`config.mk`:
```
export PLATFORM = sky130hd
export DESIGN_NAME = pipeline_ctrl
export DESIGN_NICKNAME = d
export VERILOG_FILES = /design/src/rtl/pipeline_ctrl_pkg.sv /design/src/rtl/pipeline_ctrl_sat_counter.sv /design/src/rtl/pipeline_ctrl.sv
export SDC_FILE = /design/constraint.sdc
export NUM_CORES = 1
export LEC_CHECK = 0
export ABC_AREA = 1
export CAP_MARGIN = 20
export CORE_MARGIN = 2
export CORE_UTILIZATION = 38
export DETAILED_ROUTE_END_ITERATION = 16
export GPL_TIMING_DRIVEN = 1
export PLACE_DENSITY = 0.64
export SLEW_MARGIN = 10
export SYNTH_ARGS = -nofsm -noshare
export SYNTH_HDL_FRONTEND = slang
export SYNTH_SLANG_ARGS = --single-unit
```
`constraint.sdc`:
```
create_clock -name clk -period 1.92 [get_ports clk]
set_input_delay 0.384 -clock clk [delete_from_list [all_inputs] [get_ports clk]]
set_output_delay 0.384 -clock clk [all_outputs]
set_load 0.01 [all_outputs]
```
`src/rtl/pipeline_ctrl_pkg.sv`:
```
// Shared types and defaults for the five-stage pipeline controller.
// Holds the FSM encoding, enable/flush bundles and the wait-counter sizing helper.
package pipeline_ctrl_pkg;

  typedef enum logic [1:0] {
    ST_RUN      = 2'b00,
    ST_MEM_WAIT = 2'b01,
    ST_HALT     = 2'b10
  } state_t;

  localparam int DEF_CNT_W   = 16;
  localparam int DEF_TIMEOUT = 255;

  // Bit order matches pipeline order: PC first, MEM/WB last.
  typedef struct packed {
    logic pc;
    logic if_id;
    logic id_ex;
    logic ex_mem;
    logic mem_wb;
  } en_t;

  typedef struct packed {
    logic if_id;
    logic id_ex;
  } flush_t;

  // Width needed to hold 0..timeout inclusive.
  function automatic int wait_w(input int timeout);
    return (timeout < 1) ? 1 : $clog2(timeout + 1);
  endfunction

endpackage

```
`src/rtl/pipeline_ctrl_sat_counter.sv`:
```
// Saturating up-counter used for the stall and flush performance counters.
// Counts on each enabled cycle and holds at all-ones.
module sat_counter #(
  parameter int W = 16
) (
  input  logic         clk,
  input  logic         rst_n,
  input  logic         en,
  output logic [W-1:0] count
);

  always_ff @(posedge clk or negedge rst_n) begin
    if (!rst_n) begin
      count <= '0;
    end else if (en && (count != {W{1'b1}})) begin
      count <= count + W'(1);
    end
  end

endmodule

```
`src/rtl/pipeline_ctrl.sv`:
```
// Pipeline hazard/stall controller: RUN, MEM_WAIT and HALT states drive the
// PC and pipeline-register enables and flushes (Mealy), with perf counters.
module pipeline_ctrl
  import pipeline_ctrl_pkg::*;
#(
  parameter int CNT_W   = DEF_CNT_W,
  parameter int TIMEOUT = DEF_TIMEOUT
) (
  input  logic             clk,
  input  logic             rst_n,
  input  logic             load_use,
  input  logic             branch_taken,
  input  logic             mem_req,
  input  logic             mem_ack,
  input  logic             halt_req,
  input  logic             resume,
  output logic             pc_en,
  output logic             if_id_en,
  output logic             id_ex_en,
  output logic             ex_mem_en,
  output logic             mem_wb_en,
  output logic             if_id_flush,
  output logic             id_ex_flush,
  output logic             halted,
  output logic             mem_err,
  output logic [CNT_W-1:0] stall_cnt,
  output logic [CNT_W-1:0] flush_cnt,
  output state_t           fsm_state
);

  localparam int WAIT_W = wait_w(TIMEOUT);
  localparam logic [WAIT_W-1:0] WAIT_MAX = WAIT_W'(TIMEOUT);

  state_t            state;
  state_t            next_state;
  logic [WAIT_W-1:0] wait_cnt;
  logic              mem_stall;
  logic              timeout_hit;
  en_t               en;
  flush_t            flush;

  assign mem_stall   = mem_req && !mem_ack;
  assign timeout_hit = (state == ST_MEM_WAIT) && !mem_ack && (wait_cnt == WAIT_MAX);

  // Normal-flow response shared by RUN and the MEM_WAIT ack cycle.
  function automatic logic [6:0] run_resp(input logic bt, input logic lu);
    en_t    e;
    flush_t f;
    e = '1;
    f = '0;
    if (bt) begin
      f = '1;
    end else if (lu) begin
      e.pc    = 1'b0;
      e.if_id = 1'b0;
      f.id_ex = 1'b1;
    end
    return {e, f};
  endfunction

  // State register
  always_ff @(posedge clk or negedge rst_n) begin
    if (!rst_n) begin
      state <= ST_RUN;
    end else begin
      state <= next_state;
    end
  end

  // Next-state logic
  always_comb begin
    next_state = state;
    unique case (state)
      ST_RUN: begin
        if (halt_req)       next_state = ST_HALT;
        else if (mem_stall) next_state = ST_MEM_WAIT;
      end
      ST_MEM_WAIT: begin
        if (mem_ack)          next_state = ST_RUN;
        else if (timeout_hit) next_state = ST_HALT;
      end
      ST_HALT: begin
        if (resume) next_state = ST_RUN;
      end
      default: next_state = ST_RUN;
    endcase
  end

  // Output logic; everything is forced low while reset is held.
  always_comb begin
    en    = '0;
    flush = '0;
    unique case (state)
      ST_RUN: begin
        if (halt_req) begin
          en.mem_wb = 1'b1;
        end else if (!mem_stall) begin
          {en, flush} = run_resp(branch_taken, load_use);
        end
      end
      ST_MEM_WAIT: begin
        if (mem_ack) begin
          {en, flush} = run_resp(branch_taken, load_use);
        end
      end
      ST_HALT: begin
        en    = '0;
        flush = '0;
      end
      default: begin
        en    = '0;
        flush = '0;
      end
    endcase
    if (!rst_n) begin
      en    = '0;
      flush = '0;
    end
  end

  // Wait counter saturates at TIMEOUT so it can never wrap back under it.
  always_ff @(posedge clk or negedge rst_n) begin
    if (!rst_n) begin
      wait_cnt <= '0;
    end else if ((state == ST_RUN) && (next_state == ST_MEM_WAIT)) begin
      wait_cnt <= '0;
    end else if ((state == ST_MEM_WAIT) && !mem_ack && (wait_cnt != WAIT_MAX)) begin
      wait_cnt <= wait_cnt + WAIT_W'(1);
    end
  end

  always_ff @(posedge clk or negedge rst_n) begin
    if (!rst_n) begin
      mem_err <= 1'b0;
    end else if (timeout_hit) begin
      mem_err <= 1'b1;
    end
  end

  assign pc_en       = en.pc;
  assign if_id_en    = en.if_id;
  assign id_ex_en    = en.id_ex;
  assign ex_mem_en   = en.ex_mem;
  assign mem_wb_en   = en.mem_wb;
  assign if_id_flush = flush.if_id;
  assign id_ex_flush = flush.id_ex;
  assign halted      = rst_n && (state == ST_HALT);
  assign fsm_state   = state;

  sat_counter #(.W(CNT_W)) u_stall_cnt (
    .clk   (clk),
    .rst_n (rst_n),
    .en    (!en.pc),
    .count (stall_cnt)
  );

  sat_counter #(.W(CNT_W)) u_flush_cnt (
    .clk   (clk),
    .rst_n (rst_n),
    .en    (flush.if_id),
    .count (flush_cnt)
  );

endmodule
```
Yosys cells after proc, flatten, opt, wreduce, memory -nomap -nowiden
Cells that the tools add are included.

Add/subtract/negate cells: 3. Equal/unequal tests: 7. Reduce and logical (&&, ||, !) cells: 12. Muxes and demuxes: 24.

Operators by type and width (number): $add 16x1->16 const B (2); $ne 16x16->1 const B (2); $mux 2 (11); $mux 8 (2); $mux 5 (3); $pmux 5 s2 (1); $add 8x1->8 const B (1); $eq 8x8->1 const B (1); $logic_and 1x1->1 (8); $ne 8x8->1 const B (1); $pmux 2 s3 (1); $eq 2x1->1 const B (2); $mux 1 (4); $mux 4 (1); $pmux 2 s2 (1); $eq 2x2->1 const B (1); $logic_not 1->1 (2); $logic_not 2->1 (1); $reduce_bool 2->1 (1).

Register bits after elaboration: 43. Logic and storage cells: 51. Output and inout port bits: 43. Input port bits: 8.

Depth between registers and ports, before layout
Gate-level depths: netlist of the first run.

Word-level depth: 9. Mapped depth: 10. Mapped depth without buffers: 9.

Cells and area by module
From an unflattened synthesis of the first run, not the netlist that was laid out.

Cells, all modules: 405. Area total of the unflattened synthesis: 2852.7 um^2.

Modules (own cells, without submodules): sat_counter (area an instance 1058.5 um^2, cells each 149, seq. area each 400.4 um^2, times used 2); pipeline_ctrl (area an instance 735.7 um^2, cells each 107, seq. area each 275.3 um^2, times used 1).

Worst setup path after synthesis of the first run
Ideal clock, no wire load.

Path type: register to register. Start: register u_flush_cnt.count[0]. End: register u_flush_cnt.count[3]. Arrival: 1.459 ns. Path buffers: 1. Setup slack: 0.342 ns. Data required time: 1.802 ns. Stages on the path, launching flop included: 10. Period minus slack after synthesis: 1.578 ns. Library setup time: 0.118 ns. Cells stage by stage: dfrtp_1 > ha_1 > inv_1 > nor2_2 > nand2_2 > nor2_4 > nor2_4 > buf_6 > nand2_1 > o21ai_2.

Word-level cells in the longest chain between the ends: 2. Elaborated cells between the ends (all ways): 3. Classes of those cells: 1 x add/sub; 1 x eq/ne; 1 x reduce/logical.

Ends and longest elaborated chain: start, declared (line pipeline_ctrl_sat_counter.sv:9) `output logic [W-1:0] count`; start signal, assigned (line pipeline_ctrl_sat_counter.sv:16) `count <= count + W'(1);`; branches (longest 2 deep; another with $add 16x1->16).

Several ways; the timed one is not identified. A chain may end at the register's enable or synchronous reset.

Worst setup path after layout of the first run
Start: register state[1], in the netlist fsm_state[1]. End: output fsm_state[1].

RTL lines: start, declared (line pipeline_ctrl.sv:34) `state_t state;`; start signal, assigned (line pipeline_ctrl.sv:66) `state <= next_state;`; end, declared (line pipeline_ctrl.sv:28) `output state_t fsm_state`.

No word-level cell between the ends.

==> results.sh, run 1 <==
export IMPL_yosysWarnings=0
export IMPL_irDropWorstVdd_mv=0.7025
export IMPL_min_period_ns=1.853
export IMPL_vias_per_cell=4.643
export IMPL_io_pins=51
export IMPL_cts_max_path_buffers=2
export IMPL_grt_ovfl_total=0
export IMPL_clk_latency_ns=0.30
export IMPL_die_area_um2=8000
export IMPL_vias=2679
export IMPL_clock_sinks=43
export IMPL_setup_tns_ns=0
export IMPL_gr_usage_all_layers_pct=17.45
export IMPL_path_cells="buf_6 > buf_4 > clkdlybuf4s50_1"
export IMPL_htree_levels=2
export IMPL_rsz0062_at_grt="yes"
export IMPL_dr_pass1_iters=4
export IMPL_nFillCells=708
export IMPL_crit_type="reg -> out"
export IMPL_nets=488
export IMPL_stdcell_count=577
export IMPL_combPwrFrac_pct=39.1
export IMPL_critPathArrivalTime_ns=1.47
export IMPL_drv_slew=0
export IMPL_wirelength_um=6417
export IMPL_synth_top_area_share_pct=38.79
export IMPL_cp_num_buf_inv=3
export IMPL_finalClockSkew_ns=0.008062
export IMPL_max_freq_ghz=0.5396
export IMPL_setup_violations=0
export IMPL_cts_root_buf="clkbuf_8"
export IMPL_cp_slowest_cell="clkdlybuf4s50_1"
export IMPL_power_switching_uw=1329
export IMPL_reg2reg_slack_ns=0.25
export IMPL_critPathTopFamily="buffers and inverters"
export IMPL_synth_cell_type_count=26
export IMPL_die_h_um=89.44
export IMPL_start_util_pct=38.66
export IMPL_place_hpwl_um=4748
export IMPL_ys_ff_latch=43
export IMPL_hold_buffers=0
export IMPL_row_count=31
export IMPL_cap_violations=0
export IMPL_setup_ws_ns=0.06668
export IMPL_status="completed"
export IMPL_syn_area_per_cell_um2=6.799
export IMPL_critPathCaptureType="output port"
export IMPL_synth_cells=408
export IMPL_power_density_nw_per_um2=998.2
export IMPL_p_clk_share_pct=20.4
export IMPL_core_area_um2=7176
export IMPL_cts_clk_slew_worst_paths_ns=0.08
export IMPL_power_total_uw=3595
export IMPL_cp_required_ns=1.54
export IMPL_cp_start_kind="flip-flop"
export IMPL_tightest_slew_ns=0.5557
export IMPL_r2r_start="u_flush_cnt.count[1]"
export IMPL_grt_max_degree=44
export IMPL_dp_slack_ns=-0.3888
export IMPL_syn_area_um2=2774
export IMPL_area_growth_pct=29.81
export IMPL_ant_nets=0
export IMPL_grt_pass1_wl_um=10920
export IMPL_globalplace_congestion=0.8318
export IMPL_dp_cells=567
export IMPL_r2r_cells=9
export IMPL_antenna_found_initial=0
export IMPL_swShare_pct=36.96
export IMPL_cp_slowest_stage_delay_ns=0.54
export IMPL_num_antenna_cells=0
export IMPL_finalCritPeriodShare_pct=96.53
export IMPL_hp_class="in -> async"
export IMPL_cts_made_buffers=5
export IMPL_drive_gt1_share_pct=13.39
export IMPL_internal_power_uw=2266
export IMPL_cts_tree="yes"
export IMPL_die_width_um=89.44
export IMPL_hold_viol=0
export IMPL_yosysSeqAreaShare_pct=38.79
export IMPL_worst_path_max_fanout=4
export IMPL_sequentialPowerShare_pct=40.5
export IMPL_drc=0
export IMPL_reg2reg_to="u_flush_cnt.count[11]"
export IMPL_yosysTopAreaCell="dfrtp_1"
export IMPL_io_buffer_count=50
export IMPL_syn_nets=419
export IMPL_synthTopCellsByArea="dfrtp_1, nand2_1, inv_1"
export IMPL_leakagePower_uw=0.001732
export IMPL_max_slew_margin_pct=62.95
export IMPL_routedWlPerCell_um=11.12
export IMPL_grt_pass1_vias=2459
export IMPL_drt_iter0_markers=103
-- worst max path at each step --
stage,startpoint,to,slack (ns),cells after the start
after CTS,fsm_state[1],pc_en,-0.001,8
after floorplan,u_flush_cnt.count[0],u_flush_cnt.count[3],0.34,9
after global placement,mem_ack,id_ex_flush,-0.35,6
final,fsm_state[1],fsm_state[1],0.07,3
after detailed placement,mem_ack,pc_en,-0.39,7
after global routing,fsm_state[0],id_ex_flush,-0.003,7
-- Yosys cell counts, drive strengths merged --
cell type	count
a211oi	1
a21oi	2
and2	1
buf	6
dfrtp	43
ha	3
inv	51
nand2	174
nand3	27
nand4	14
nor2	47
nor3	2
o211ai	1
o21ai	21
o21bai	2
or2	1
xnor2	5
xor2	7
-- routing by layer --
metal  up-vias  part of all wire [%]  routed length [µm]  GRT usage [%]
li1       1408                     -                   -              -
met1      1222                    49                3153          24.27
met2        41                    47                3006          27.95
met3         8                   2.7                 175          2.862
met4         0                   1.2                  80          5.292
met5         -                     0                   0              0
-- registers in the layout, summed over array words and instances (netlist names) --
name and cells:
mem_err 1, fsm_state 2, u_stall_cnt.count 16, wait_cnt 8, u_flush_cnt.count 16
-- cells in the final DEF, fill, tap and decap left out --
cell             netlist  layout
nand2_1              170     168
inv_1                 48      46
dfrtp_1               43      43
nor2_1                42      40
clkdlybuf4s50_1        0      40
nand3_1               24      24
buf_4                  3      15
nand4_1               14      14
o21ai_0               13      13
o21ai_2                8       8
xor2_1                 7       7
clkbuf_8               0       6
inv_2                  3       5
nand2_2                3       5
xnor2_1                5       5
nor2_2                 2       4
buf_2                  0       4
nor2_4                 3       3
nand3_2                3       3
ha_1                   3       3
o21bai_1               2       2
nor3_1                 2       2
dlygate4sd2_1          0       2
clkdlybuf4s15_1        0       2
clkbuf_2               0       2
buf_6                  3       2
or2_2                  1       1
o211ai_1               1       1
a21oi_1                2       1
a211oi_2               0       1
a21oi_2                0       1
and2_1                 1       1
nand2_4                1       1
clkinv_2               0       1
bufinv_16              0       1
buf_12                 0       1
-- power groups by stage --
| stage | combinational (µW) | sequential (µW) | clock, µW |
|---|---|---|---|
| 3_5_place_dp | 1400 | 1470 | 0 |
| 5_1_grt | 1600 | 1500 | 796 |
| 4_1_cts | 1410 | 1450 | 773 |
| 2_1_floorplan | 676 | 1500 | 0 |
| 3_3_place_gp | 1370 | 1470 | 0 |
| 6_report | 1410 | 1460 | 733 |
-- through the flow --
stage	area, µm²	util [%]	hold WS [ns]
3_5_place_dp	3470	48.35	0.4573
6_report	3601	50.18	0.1667
3_3_place_gp	3470	48.35	0.4576
5_1_grt	3601	50.18	0.2102
2_1_floorplan	2774	-	0.08841
4_1_cts	3593	50.08	0.1894
-- final cells by class --
cell class                      instances  area (µm²)  area share, %
Multi-Input combinational cell        308        1469          40.79
Sequential cell                        43        1076          29.88
Clock inverter                          2       35.03         0.9729
Timing Repair Buffer                   68       623.1          17.30
Inverter                               51       191.4          5.316
Clock buffer                            6       82.58          2.293
Tap cell                               99       123.9          3.440
-- logic make-up (layout without fill, tap and decap cells) --
logic type      Yosys count  count (layout)  synth area share (%)
xor+xnor                 12              12                 3.789
flops                    43              43                 38.79
simple gates            266             266                 40.82
fa+ha+maj                 3               3                 1.353
buf+inv                  57             127                 8.931
compound gates           27              27                 6.315
-- timing repair --
item	4_1_cts	5_1_grt
buffers inserted	2	0
resized for setup	20	14
pin swaps	1	4
endpoints found under the setup margin	8	7
Note: power is estimated with default switching activity, not from simulation.
==> run 2: changes to the inputs <==
Settings changed: CTS_BUF_LIST set to sky130_fd_sc_hd__clkbuf_8.
==> results of run 2 <==
The final DEF is identical to that of run 1; final timing and power are the same.
